## src/rtl/uart_tx_pkg.sv

```systemverilog
// Shared UART transmit definitions: FSM state encoding, parity-type constants
// and the default serializer timeout.
package uart_tx_pkg;

    typedef enum logic [2:0] {
        ST_IDLE   = 3'd0,
        ST_START  = 3'd1,
        ST_DATA   = 3'd2,
        ST_PARITY = 3'd3,
        ST_STOP   = 3'd4
    } tx_state_e;

    localparam logic PAR_EVEN = 1'b0;
    localparam logic PAR_ODD  = 1'b1;

    localparam int SER_TIMEOUT_DEF = 16;

endpackage

```

## src/rtl/uart_parity_calc.sv

```systemverilog
// Combinational parity bit for one byte; even parity is the XOR of the data,
// odd parity is its inverse.
module uart_parity_calc
    import uart_tx_pkg::*;
(
    input  logic [7:0] data_i,
    input  logic       par_typ_i,
    output logic       parity_o
);

    assign parity_o = (^data_i) ^ (par_typ_i == PAR_ODD);

endmodule

```

## src/rtl/uart_tx_frame_ctrl.sv

```systemverilog
// UART transmit frame controller: sequences start, serializer data, optional
// parity and stop bits onto the line, with serializer-timeout abort.
module uart_tx_frame_ctrl
    import uart_tx_pkg::*;
#(
    parameter int STOP_BITS   = 1,
    parameter int SER_TIMEOUT = SER_TIMEOUT_DEF
) (
    input  logic       clk_i,
    input  logic       rst_i,
    input  logic [7:0] p_data_i,
    input  logic       data_valid_i,
    input  logic       par_en_i,
    input  logic       par_typ_i,
    input  logic       ser_done_i,
    input  logic       ser_data_i,
    output logic       ser_load_o,
    output logic [7:0] ser_p_data_o,
    output logic       ser_en_o,
    output logic       tx_out_o,
    output logic       busy_o,
    output logic       frame_err_o
);

    localparam logic [4:0] TO_LAST   = 5'(SER_TIMEOUT - 1);
    localparam logic [1:0] STOP_LAST = 2'(STOP_BITS - 1);

    tx_state_e  state_q, state_d;
    logic [7:0] data_q, data_d;
    logic       par_en_q, par_en_d;
    logic       par_typ_q, par_typ_d;
    logic [4:0] dcnt_q, dcnt_d;
    logic [1:0] scnt_q, scnt_d;
    logic       load_q, load_d;
    logic       ferr_q, ferr_d;
    logic       accept;
    logic       parity;

    uart_parity_calc u_par (
        .data_i    (data_q),
        .par_typ_i (par_typ_q),
        .parity_o  (parity)
    );

    always_comb begin
        state_d   = state_q;
        data_d    = data_q;
        par_en_d  = par_en_q;
        par_typ_d = par_typ_q;
        dcnt_d    = dcnt_q;
        scnt_d    = scnt_q;
        load_d    = 1'b0;
        ferr_d    = 1'b0;
        accept    = 1'b0;
        case (state_q)
            ST_IDLE: accept = data_valid_i;
            ST_START: begin
                state_d = ST_DATA;
                dcnt_d  = '0;
            end
            ST_DATA: begin
                if (ser_done_i) begin
                    state_d = par_en_q ? ST_PARITY : ST_STOP;
                    scnt_d  = '0;
                end else if (dcnt_q == TO_LAST) begin
                    state_d = ST_IDLE;
                    ferr_d  = 1'b1;
                end else begin
                    dcnt_d = dcnt_q + 5'd1;
                end
            end
            ST_PARITY: begin
                state_d = ST_STOP;
                scnt_d  = '0;
            end
            ST_STOP: begin
                if (scnt_q == STOP_LAST) begin
                    accept  = data_valid_i;
                    state_d = ST_IDLE;
                end else begin
                    scnt_d = scnt_q + 2'd1;
                end
            end
            default: state_d = ST_IDLE;
        endcase
        // New request only lands in IDLE or the last stop cycle.
        if (accept) begin
            state_d   = ST_START;
            data_d    = p_data_i;
            par_en_d  = par_en_i;
            par_typ_d = par_typ_i;
            load_d    = 1'b1;
        end
    end

    always_ff @(posedge clk_i) begin
        if (rst_i) begin
            state_q   <= ST_IDLE;
            data_q    <= '0;
            par_en_q  <= 1'b0;
            par_typ_q <= 1'b0;
            dcnt_q    <= '0;
            scnt_q    <= '0;
            load_q    <= 1'b0;
            ferr_q    <= 1'b0;
        end else begin
            state_q   <= state_d;
            data_q    <= data_d;
            par_en_q  <= par_en_d;
            par_typ_q <= par_typ_d;
            dcnt_q    <= dcnt_d;
            scnt_q    <= scnt_d;
            load_q    <= load_d;
            ferr_q    <= ferr_d;
        end
    end

    // Line and handshake outputs depend on the state register only.
    always_comb begin
        tx_out_o = 1'b1;
        busy_o   = 1'b1;
        ser_en_o = 1'b0;
        case (state_q)
            ST_IDLE:   busy_o = 1'b0;
            ST_START: begin
                tx_out_o = 1'b0;
                ser_en_o = 1'b1;
            end
            ST_DATA: begin
                tx_out_o = ser_data_i;
                ser_en_o = 1'b1;
            end
            ST_PARITY: tx_out_o = parity;
            ST_STOP:   tx_out_o = 1'b1;
            default:   busy_o = 1'b0;
        endcase
    end

    assign ser_load_o   = load_q;
    assign ser_p_data_o = data_q;
    assign frame_err_o  = ferr_q;

endmodule

```

## config.mk

```make
export PLATFORM = sky130hd
export DESIGN_NAME = uart_tx_frame_ctrl
export DESIGN_NICKNAME = d
export VERILOG_FILES = /design/src/rtl/uart_tx_pkg.sv /design/src/rtl/uart_parity_calc.sv /design/src/rtl/uart_tx_frame_ctrl.sv
export SDC_FILE = /design/constraint.sdc
export NUM_CORES = 1
export LEC_CHECK = 0
export ABC_AREA = 1
export BUFFER_PORTS_ARGS = -buffer_cell sky130_fd_sc_hd__buf_2
export CORE_MARGIN = 4
export CORE_UTILIZATION = 45
export DETAILED_ROUTE_END_ITERATION = 7
export GPL_TIMING_DRIVEN = 0
export PLACE_DENSITY = 0.7
export SKIP_CTS_REPAIR_TIMING = 1
export SYNTH_ARGS = -nofsm -noshare
export SYNTH_HDL_FRONTEND = slang
export SYNTH_SLANG_ARGS = --single-unit
export TNS_END_PERCENT = 1
```

## constraint.sdc

```tcl
create_clock -name clk_i -period 2.1 [get_ports clk_i]
set_input_delay 0.315 -clock clk_i [delete_from_list [all_inputs] [get_ports clk_i]]
set_output_delay 0.315 -clock clk_i [all_outputs]
set_load 0.02 [all_outputs]
```

==> key figures, run 1 <==
Drt
  • Routed wirelength normalized by instance count: 9.88 um
  • Total Routed Length: 2480 um
  • Drt via density: 4.75
  • Number of nets with antenna violations after routing: 0
  • Vias: 1193
  • DRC violation count after routing: 0
  • Detailed Routing Iterations Pass 1: 4
  • Number of design-rule violations left by the first detailed-router iteration: 45

STA
  • Worst-case setup margin in the final layout: 0.263 ns
  • Setup repair after global routing missed its margin: no
  • Transition time at the pin with the least slew margin: 0.384 ns
  • Worst hold margin: 0.209 ns
  • Hold Fails Final Rpt: 0
  • Worst clock skew on the final layout: 0.00202 ns
  • Final setup violation count: 0
  • Final worst path period need: 1.84 ns
  • Sum Neg Setup Slack: 0 ns
  • Share of the clock period used by the worst path: 0.875
  • Worst slew margin relative to its limit: 0.744
  • Count of final max-slew check failures: 0
  • Highest achievable clock rate: 544 MHz

Place
  • DP Worst Slack: 0.562 ns
  • Standard cell area after detailed placement: 1360 sq um
  • Number of port buffers: 27
  • Final weighted congestion in routability-driven placement: 0.828
  • Post-DP HPWL: 1990 um
  • Post-Place Cells: 247

Logic synthesis
  • Commonest register cell after synthesis: sky130_fd_sc_hd__dfxtp_1
  • Seq cells post-synth: 22
  • Synthesized instance count: 190
  • Number of enable-type register cells in the synthesized netlist: 0
  • Synthesis Warnings: 0
  • Total standard cell area after synthesis: 1190 sq um
  • Yosys top cell by area: sky130_fd_sc_hd__dfxtp_1
  • Number of distinct library cell variants in the gate-level netlist after synthesis: 23
  • Seq/Total Area, Yosys: 0.371
  • Net count after synthesis: 208
  • Largest cells by area after synthesis: sky130_fd_sc_hd__dfxtp_1 (37%), sky130_fd_sc_hd__nand2_1 (22%), sky130_fd_sc_hd__inv_1 (10%)
  • Area share of the largest cell type after synthesis: 0.371
  • Async set-reset flop share out of synthesis: 0
  • Per-instance average area after synthesis: 6.24 sq um

Cells and area
  • Layout Utilization: 0.558
  • Fraction of final layout cells with drive strength greater than 1: 0.167
  • Number of antenna cells inserted: 0
  • Post-Layout Cell Count: 251
  • Layout Area Growth over Synthesis: 17.6%
  • Nets@finish: 240
  • Most frequent standard cell in the layout excluding fill and tap cells: sky130_fd_sc_hd__nand2_1
  • Design area: 1400 sq um
  • Leading cell types in the layout, fill and taps excluded: sky130_fd_sc_hd__nand2_1 (71), sky130_fd_sc_hd__inv_1 (33), sky130_fd_sc_hd__buf_2 (27)

Worst setup path
  • Data arrival time of the critical path: 1.52 ns
  • Slowest CP cell: sky130_fd_sc_hd__dfxtp_1
  • Kind of cell adding the most delay to the critical path: flip-flops
  • Startpoint-to-endpoint class of the critical path: register to output pin
  • Type of origin of the critical path: register
  • Required time of the critical path: 1.78 ns
  • Kind of end point of the critical path: output pin
  • Biggest cell delay along the critical path: 0.45 ns
  • Critical Path Fanout Max: 4
  • Buf/Inv on CP: 2
  • Crit path cell chain: inv_1, nand2_1, o21ai_0, or2_2, buf_2

Floorplanning
  • Effective utilization at floorplan: 0.474
  • Die outline width: 59.3 um
  • Number of top-level design ports: 28
  • Area of the core: 2500 sq um
  • Vertical die dimension: 59.3 um
  • Area of the die: 3520 sq um
  • Count of standard-cell rows: 18

Power and ir drop
  • Total power draw: 0.887 mW
  • Max VDD drop: 0.433 mV
  • Power Density: 636 nW/um^2
  • LEAKAGE: 0.736 nW

Global routing
  • Aggregate global-route resource usage: 0.145
  • Vias in the first global route: 1048
  • Global-route wire length before repair: 4030 um
  • Number of antenna violations at the first check in global routing: 0
  • Largest net degree at the start of global routing: 13
  • Grt total ovfl: 0

Clocking
  • CTS root buf: sky130_fd_sc_hd__clkbuf_4
  • Number of H-tree levels: 1
  • Number of clock buffers inserted by TritonCTS: 3
  • Clock Path Buffers: 2
  • Clock-pin slew reported for the worst setup and hold paths after clock tree synthesis: 0.12 ns
  • Clk Latency, worst-skew pair: 0.30 ns
  • Clock sink count: 22
  • Clock tree from TritonCTS: yes

Job
  • Number of violations of the max-capacitance limit: 0

Worst hold path
  • Path type of the worst min-delay path: input pin to register

Run status
  • Status: complete, no violations
==> cells in the mapped netlist, types with 3 or more instances <==
cell                      number
sky130_fd_sc_hd__nand2_1      71
sky130_fd_sc_hd__dfxtp_1      22
sky130_fd_sc_hd__a21oi_1       5
sky130_fd_sc_hd__nand3_1       7
sky130_fd_sc_hd__inv_1        33
sky130_fd_sc_hd__o21ai_0      12
sky130_fd_sc_hd__nor2_1       19
sky130_fd_sc_hd__ha_1          3
sky130_fd_sc_hd__nor3_1        4
==> path summary, 6_finish.rpt <==
| check | start | endpoint | slack [ns] | cells past startpoint |
|---|---|---|---|---|
| min reg2reg | dcnt_q[1] | dcnt_q[1] | 0.51 | 2 |
| max reg2reg | dcnt_q[1] | dcnt_q[0] | 0.53 | 10 |
| max | state_q[0] | busy_o | 0.26 | 5 |
| min | p_data_i[0] | ser_p_data_o[0] | 0.21 | 3 |
==> routing by layer <==
layer	track usage	routed length, um	part of all wire	vias to the layer above
met3	0.0261	108	0.044	2
met5	0	0	0	-
met1	0.178	1160	0.47	530
li1	-	-	-	643
met2	0.246	1200	0.48	18
met4	0.0647	15	0.0060	0
==> cell families (layout without fill, tap and decap cells) <==
family | after synthesis | count (layout) | synth area share
buffers and inverters | 36 | 67 | 0.117
AOI/OAI and AO/OA | 23 | 23 | 0.117
adders and majority gates | 3 | 3 | 0.0316
DFF | 22 | 22 | 0.371
and+or+nand+nor | 106 | 106 | 0.363
==> flip-flops by register name, summed over array words and instances (netlist names) <==
name	count
scnt_q	2
frame_err_o	1
par_typ_q	1
dcnt_q	5
state_q	3
par_en_q	1
ser_load_o	1
ser_p_data_o	8
==> report_power, final <==
group	switching, mW	internal [mW]
Combinational	0.127	0.0725
Sequential	0.0181	0.438
Clock	0.126	0.106
==> layout make-up <==
cell class	instances	area (sq um)
timing repair buffer	27	135
tap	30	37.5
clock buffer	4	36.3
fill	255	1100
buffer	2	11.3
inverter	34	128
multi-input combinational	132	607
sequential	22	440
==> tightest hold or removal path, cell delays in order <==
cell and delay (ns):
sky130_fd_sc_hd__buf_2 0.08, sky130_fd_sc_hd__nand2_1 0.04, sky130_fd_sc_hd__o21ai_0 0.05
Power figures use the tool's default switching activity.
==> run 2: changes to the inputs <==
--- a/config.mk
+++ b/config.mk
@@ -12,6 +12,7 @@
 export DETAILED_ROUTE_END_ITERATION = 7
 export GPL_TIMING_DRIVEN = 0
 export PLACE_DENSITY = 0.7
+export RECOVER_POWER = 50
 export SKIP_CTS_REPAIR_TIMING = 1
 export SYNTH_ARGS = -nofsm -noshare
 export SYNTH_HDL_FRONTEND = slang
==> key figures, run 2 (synthesized netlist as in run 1, its figures left out) <==
Run status
  • Status: complete, no violations

Worst setup path
  • Type of origin of the critical path: register
  • Reg-to-Reg Start: scnt_q[0]
  • Kind of end point of the critical path: output pin
  • Register-to-register path setup slack: 0.44 ns (-0.09 ns)
  • Required time of the critical path: 1.78 ns (about the same)
  • Terminus of the critical flop-to-flop path: par_typ_q
  • Data arrival time of the critical path: 1.52 ns (about the same)
  • Startpoint-to-endpoint class of the critical path: register to output pin
  • Worst reg2reg path depth: 8 (-2)
  • Critical Path Fanout Max: 4 (unchanged)

Power and ir drop
  • Portion of total power attributed to the clock network: 0.262 (about the same)
  • Max VDD drop: 0.432 mV (-0.11%)
  • Fraction of power consumed by combinational cells: 0.221 (-0.004)
  • Cell internal pwr: 0.612 mW (-0.73%)
  • Power Density: 641 nW/um^2 (+0.72%)
  • LEAKAGE: 0.691 nW (-6.0%)
  • Total power draw: 0.883 mW (-0.46%)
  • Switching share of power: 0.307 (+0.00191)
  • Portion of total power attributed to sequential cells: 0.517 (+0.002)
  • Net load switching power: 0.271 mW (+0.17%)

Worst hold path
  • Worst Hold Path EP: ser_p_data_o[0]
  • Path type of the worst min-delay path: input pin to register
  • Worst Hold Path Cells: 3 (unchanged)
  • Startpoint of the most critical hold path: p_data_i[0]

STA
  • Share of the clock period used by the worst path: 0.876 (+0.00106)
  • Count of final max-slew check failures: 0 (unchanged)
  • Setup repair after global routing missed its margin: no
  • Final worst path period need: 1.84 ns (+0.00223 ns)
  • Worst clock skew on the final layout: 0.00221 ns (+0.000181 ns)
  • Hold Fails Final Rpt: 0 (unchanged)
  • Worst slew margin relative to its limit: 0.713 (-0.0306)
  • Transition time at the pin with the least slew margin: 0.430 ns (+0.0458 ns)
  • Highest achievable clock rate: 544 MHz (-0.12%)
  • Final setup violation count: 0 (unchanged)
  • Sum Neg Setup Slack: 0 ns (unchanged)

Cells and area
  • Number of antenna cells inserted: 0 (unchanged)
  • Fraction of final layout cells with drive strength greater than 1: 0.118 (-0.0498)
  • Most frequent standard cell in the layout excluding fill and tap cells: sky130_fd_sc_hd__nand2_1
  • Layout Area Growth over Synthesis: 16.2%
  • # fillers: 261 (+2.4%)
  • Number of flip-flops under the largest register name: 8 (unchanged)
  • Post-Layout Cell Count: 251 (unchanged)
  • Nets@finish: 240 (unchanged)
  • Leading cell types in the layout, fill and taps excluded: sky130_fd_sc_hd__nand2_1 (71), sky130_fd_sc_hd__inv_1 (33), sky130_fd_sc_hd__dfxtp_1 (22)
  • Layout Utilization: 0.552 (-0.00651)

Drt
  • Number of design-rule violations left by the first detailed-router iteration: 44 (-2.2%)
  • Drt via density: 4.75 (-0.17%)
  • DRC violation count after routing: 0 (unchanged)
  • Total Routed Length: 2480 um (+0.12%)
  • Number of nets with antenna violations after routing: 0 (unchanged)
  • Routed wirelength normalized by instance count: 9.90 um (+0.12%)
  • Vias: 1191 (-0.17%)
  • Detailed Routing Iterations Pass 1: 4 (unchanged)

Floorplanning
  • Effective utilization at floorplan: 0.474 (unchanged)
  • Count of standard-cell rows: 18 (unchanged)
  • Area of the die: 3520 sq um (unchanged)
  • Number of top-level design ports: 28 (unchanged)
  • Die outline width: 59.3 um (unchanged)
  • Area of the core: 2500 sq um (unchanged)
  • Vertical die dimension: 59.3 um (unchanged)

Global routing
  • Largest net degree at the start of global routing: 13 (unchanged)
  • Number of antenna violations at the first check in global routing: 0 (unchanged)
  • Vias in the first global route: 1048 (unchanged)
  • Aggregate global-route resource usage: 0.145 (unchanged)
  • Grt total ovfl: 0 (unchanged)
  • Global-route wire length before repair: 4030 um (unchanged)

Job
  • Number of violations of the max-capacitance limit: 0 (unchanged)

Place
  • Post-Place Cells: 247 (unchanged)
  • Final weighted congestion in routability-driven placement: 0.828 (unchanged)
  • Post-DP HPWL: 1990 um (unchanged)
  • Number of port buffers: 27 (unchanged)

Clocking
  • Clock Path Buffers: 2 (unchanged)
  • Number of clock buffers inserted by TritonCTS: 3 (unchanged)
  • Clock-pin slew reported for the worst setup and hold paths after clock tree synthesis: 0.12 ns (about the same)
  • Clock tree from TritonCTS: yes
  • Number of H-tree levels: 1 (unchanged)
  • Clock sink count: 22 (unchanged)
  • Clk Latency, worst-skew pair: 0.30 ns (about the same)
  • CTS root buf: sky130_fd_sc_hd__clkbuf_4
## run 2: layer usage
metal / GRT usage / vias up / part of all wire / routed length (um)
li1: - / 644 / - / -
met1: 0.178 / 531 / 0.47 / 1160
met2: 0.246 / 14 / 0.48 / 1200
met3: 0.0261 / 2 / 0.043 / 107
met4: 0.0647 / 0 / 0.0060 / 15
met5: 0 / - / 0 / 0
## run 2: layout make-up
type	instances	area (sq um)	share of cell area
Multi-Input combinational cell	132	607	0.440
Sequential cell	22	440	0.319
Inverter	34	128	0.0926
Timing Repair Buffer	27	123	0.0889
Tap cell	30	37.5	0.0272
Clock buffer	4	36.3	0.0263
Buffer	2	7.51	0.00544
## run 2: through the flow
step	hold slack, ns	cell area [sq um]	setup slack (ns)
2_1_floorplan	0.384	1190	0.633
3_3_place_gp	0.470	1360	0.562
3_5_place_dp	0.489	1360	0.562
4_1_cts	0.198	1400	0.259
5_1_grt	0.199	1380	0.145
6_report	0.209	1380	0.260
## run 2: critical path, stage by stage (launching register included)
cell                      delay (ns)
sky130_fd_sc_hd__dfxtp_1        0.45
sky130_fd_sc_hd__inv_1          0.11
sky130_fd_sc_hd__nand2_1        0.11
sky130_fd_sc_hd__o21ai_0        0.11
sky130_fd_sc_hd__or2_2          0.29
sky130_fd_sc_hd__buf_2          0.16
## run 2: worst max path at each step
stage / startpoint / end / slack (ns) / depth (start not counted)
after floorplan: ser_p_data_o[2] / tx_out_o / 0.63 / 10
after global placement: dcnt_q[0] / dcnt_q[0] / 0.56 / 10
after detailed placement: dcnt_q[1] / dcnt_q[0] / 0.56 / 10
after CTS: state_q[0] / busy_o / 0.26 / 5
after global routing: state_q[0] / busy_o / 0.15 / 5
final: state_q[0] / busy_o / 0.26 / 5
## run 2: power groups by stage
stage / Clock, mW / Combinational, mW / Sequential [mW]
detailed placement: 0 / 0.201 / 0.466
global placement: 0 / 0.195 / 0.465
finish: 0.231 / 0.195 / 0.457
CTS: 0.242 / 0.202 / 0.457
global route: 0.260 / 0.222 / 0.460
floorplan: 0 / 0.127 / 0.479
==> run 3: changes to the inputs <==
--- a/config.mk
+++ b/config.mk
@@ -7,11 +7,13 @@
 export LEC_CHECK = 0
 export ABC_AREA = 1
 export BUFFER_PORTS_ARGS = -buffer_cell sky130_fd_sc_hd__buf_2
+export CELL_PAD_IN_SITES_DETAIL_PLACEMENT = 2
+export CELL_PAD_IN_SITES_GLOBAL_PLACEMENT = 2
 export CORE_MARGIN = 4
-export CORE_UTILIZATION = 45
+export CORE_UTILIZATION = 27
 export DETAILED_ROUTE_END_ITERATION = 7
 export GPL_TIMING_DRIVEN = 0
-export PLACE_DENSITY = 0.7
+export PLACE_DENSITY = 0.78
 export RECOVER_POWER = 50
 export SKIP_CTS_REPAIR_TIMING = 1
 export SYNTH_ARGS = -nofsm -noshare
==> key figures, run 3 (synthesized netlist as in run 1, its figures left out) <==
Worst setup path
  • Startpoint-to-endpoint class of the critical path: register to output pin
  • Type of origin of the critical path: register
  • Worst reg2reg path depth: 8 (unchanged)
  • Critical Path Fanout Max: 4 (unchanged)
  • Crit path cell chain: inv_1, nand2_1, o21ai_0, or2_2, buf_2
  • Buf/Inv on CP: 2 (unchanged)
  • WP depth: 5 (unchanged)
  • Required time of the critical path: 1.78 ns (about the same)
  • Kind of end point of the critical path: output pin
  • Slowest CP cell: sky130_fd_sc_hd__dfxtp_1
  • Biggest cell delay along the critical path: 0.44 ns (about the same)
  • Reg-to-Reg Start: scnt_q[0]
  • Kind of cell adding the most delay to the critical path: flip-flops
  • Data arrival time of the critical path: 1.55 ns (+0.03 ns)
  • Launch point of the critical path: state_q[0]

Floorplanning
  • Effective utilization at floorplan: 0.288 (-0.186)
  • Area of the die: 5520 sq um (+57%)
  • Area of the core: 4120 sq um (+65%)
  • Vertical die dimension: 74.3 um (+25%)
  • Number of top-level design ports: 28 (unchanged)
  • Count of standard-cell rows: 23 (+5)
  • Die outline width: 74.3 um (+25%)

Drt
  • Detailed Routing Iterations Pass 1: 4 (unchanged)
  • Number of nets with antenna violations after routing: 0 (unchanged)
  • Vias: 1288 (+8.1%)
  • DRC violation count after routing: 0 (unchanged)
  • Drt via density: 4.77 (+0.53%)
  • Number of design-rule violations left by the first detailed-router iteration: 37 (-16%)
  • Routed wirelength normalized by instance count: 13.9 um (+40%)
  • Total Routed Length: 3740 um (+51%)

Worst hold path
  • Startpoint of the most critical hold path: p_data_i[2]
  • Worst Hold Path Cells: 3 (unchanged)
  • Path type of the worst min-delay path: input pin to register

Cells and area
  • Layout Area Growth over Synthesis: 18.8%
  • # fillers: 554 (+110%)
  • Fraction of final layout cells with drive strength greater than 1: 0.114 (-0.00401)
  • Area of all sequential standard cells: 440 sq um (unchanged)
  • Nets@finish: 240 (unchanged)
  • Number of antenna cells inserted: 0 (unchanged)
  • Number of flip-flops under the largest register name: 8 (unchanged)
  • Leading cell types in the layout, fill and taps excluded: sky130_fd_sc_hd__nand2_1 (71), sky130_fd_sc_hd__inv_1 (33), sky130_fd_sc_hd__dfxtp_1 (22)
  • Most frequent standard cell in the layout excluding fill and tap cells: sky130_fd_sc_hd__nand2_1
  • Area of the multi-input gates: 607 sq um (unchanged)

STA
  • Worst slew margin relative to its limit: 0.646 (-0.0676)
  • Setup repair after global routing missed its margin: no
  • Highest achievable clock rate: 537 MHz (-1.1%)
  • Share of the clock period used by the worst path: 0.886 (+0.00998)
  • Sum Neg Setup Slack: 0 ns (unchanged)
  • Final setup violation count: 0 (unchanged)
  • Final worst path period need: 1.86 ns (+0.0210 ns)
  • Count of final max-slew check failures: 0 (unchanged)
  • Worst clock skew on the final layout: 0.00428 ns (+0.00208 ns)
  • Transition time at the pin with the least slew margin: 0.532 ns (+0.101 ns)
  • Hold Fails Final Rpt: 0 (unchanged)

Global routing
  • Met1 global-route usage: 0.157 (-0.0204)
  • Global routing's busiest layer: met2
  • Vias in the first global route: 1388 (+32%)
  • Global-route wire length before repair: 6240 um (+55%)
  • Met3 Track Usage GR: 0.0284 (+0.00223)
  • Grt total ovfl: 0 (unchanged)
  • Aggregate global-route resource usage: 0.147 (+0.00160)
  • Largest net degree at the start of global routing: 12 (-1)
  • Global-route track usage on met2: 0.292 (+0.0458)
  • Number of antenna violations at the first check in global routing: 0 (unchanged)

Power and ir drop
  • Max VDD drop: 0.331 mV (-24%)
  • Power Density: 665 nW/um^2 (+3.9%)
  • LEAKAGE: 0.692 nW (about the same)
  • Total power draw: 0.937 mW (+6.1%)

Clocking
  • Clk Latency, worst-skew pair: 0.26 ns (-0.04 ns)
  • Number of H-tree levels: 1 (unchanged)
  • Clock tree from TritonCTS: yes
  • Clock Path Buffers: 2 (unchanged)
  • Clock sink count: 22 (unchanged)
  • Number of clock buffers inserted by TritonCTS: 3 (unchanged)
  • CTS root buf: sky130_fd_sc_hd__clkbuf_8
  • Clock-pin slew reported for the worst setup and hold paths after clock tree synthesis: 0.08 ns (-0.04 ns)

Run status
  • Status: complete, no violations

Place
  • Post-DP HPWL: 3000 um (+50%)
  • Number of port buffers: 27 (unchanged)
  • Final weighted congestion in routability-driven placement: 0.754 (-9.0%)

Job
  • Number of violations of the max-capacitance limit: 0 (unchanged)
-- run 3: metrics by stage --
step | instance area, sq um | hold WS, ns | setup WS (ns) | std cells | utilization
floorplan | 1190 | 0.384 | 0.633 | 190 | -
global placement | 1380 | 0.470 | 0.531 | 267 | 0.336
detailed placement | 1380 | 0.508 | 0.417 | 267 | 0.336
CTS | 1430 | 0.238 | 0.231 | 270 | 0.346
global route | 1410 | 0.251 | 0.124 | 270 | 0.342
finish | 1410 | 0.243 | 0.239 | 270 | 0.342
-- run 3: tightest hold or removal path: cells and delay by family --
family | cells | cell delay, ns
buffers and inverters | 1 | 0.07
AOI/OAI and AO/OA | 1 | 0.05
and+or+nand+nor | 1 | 0.04
-- run 3: where the power goes --
part	internal, mW	leakage, nW	switching [mW]	total [mW]
Combinational	0.0681	0.491	0.138	0.207
Clock	0.128	0.0216	0.144	0.273
Sequential	0.438	0.180	0.0204	0.458
Total	0.634	0.692	0.303	0.937
-- run 3: metal layers --
layer,vias to the layer above,routed length (um)
met3,5,124
met2,20,2030
met1,625,1550
met5,-,0
li1,638,-
met4,0,31
-- run 3: cell type report --
cell class / instances / share of cell area
multi-input cells: 132 / 0.431
flip-flops and latches: 22 / 0.313
inverters: 34 / 0.0906
repair buffers: 27 / 0.0870
well taps: 50 / 0.0444
clock buffers: 3 / 0.0293
plain buffers: 2 / 0.00533
-- run 3: final timing paths --
path | to | slack [ns]
worst max-delay path | busy_o | 0.24
worst min-delay path | ser_p_data_o[2] | 0.24
worst max register to register | ser_p_data_o[7] | 0.37
worst min register to register | dcnt_q[1] | 0.51
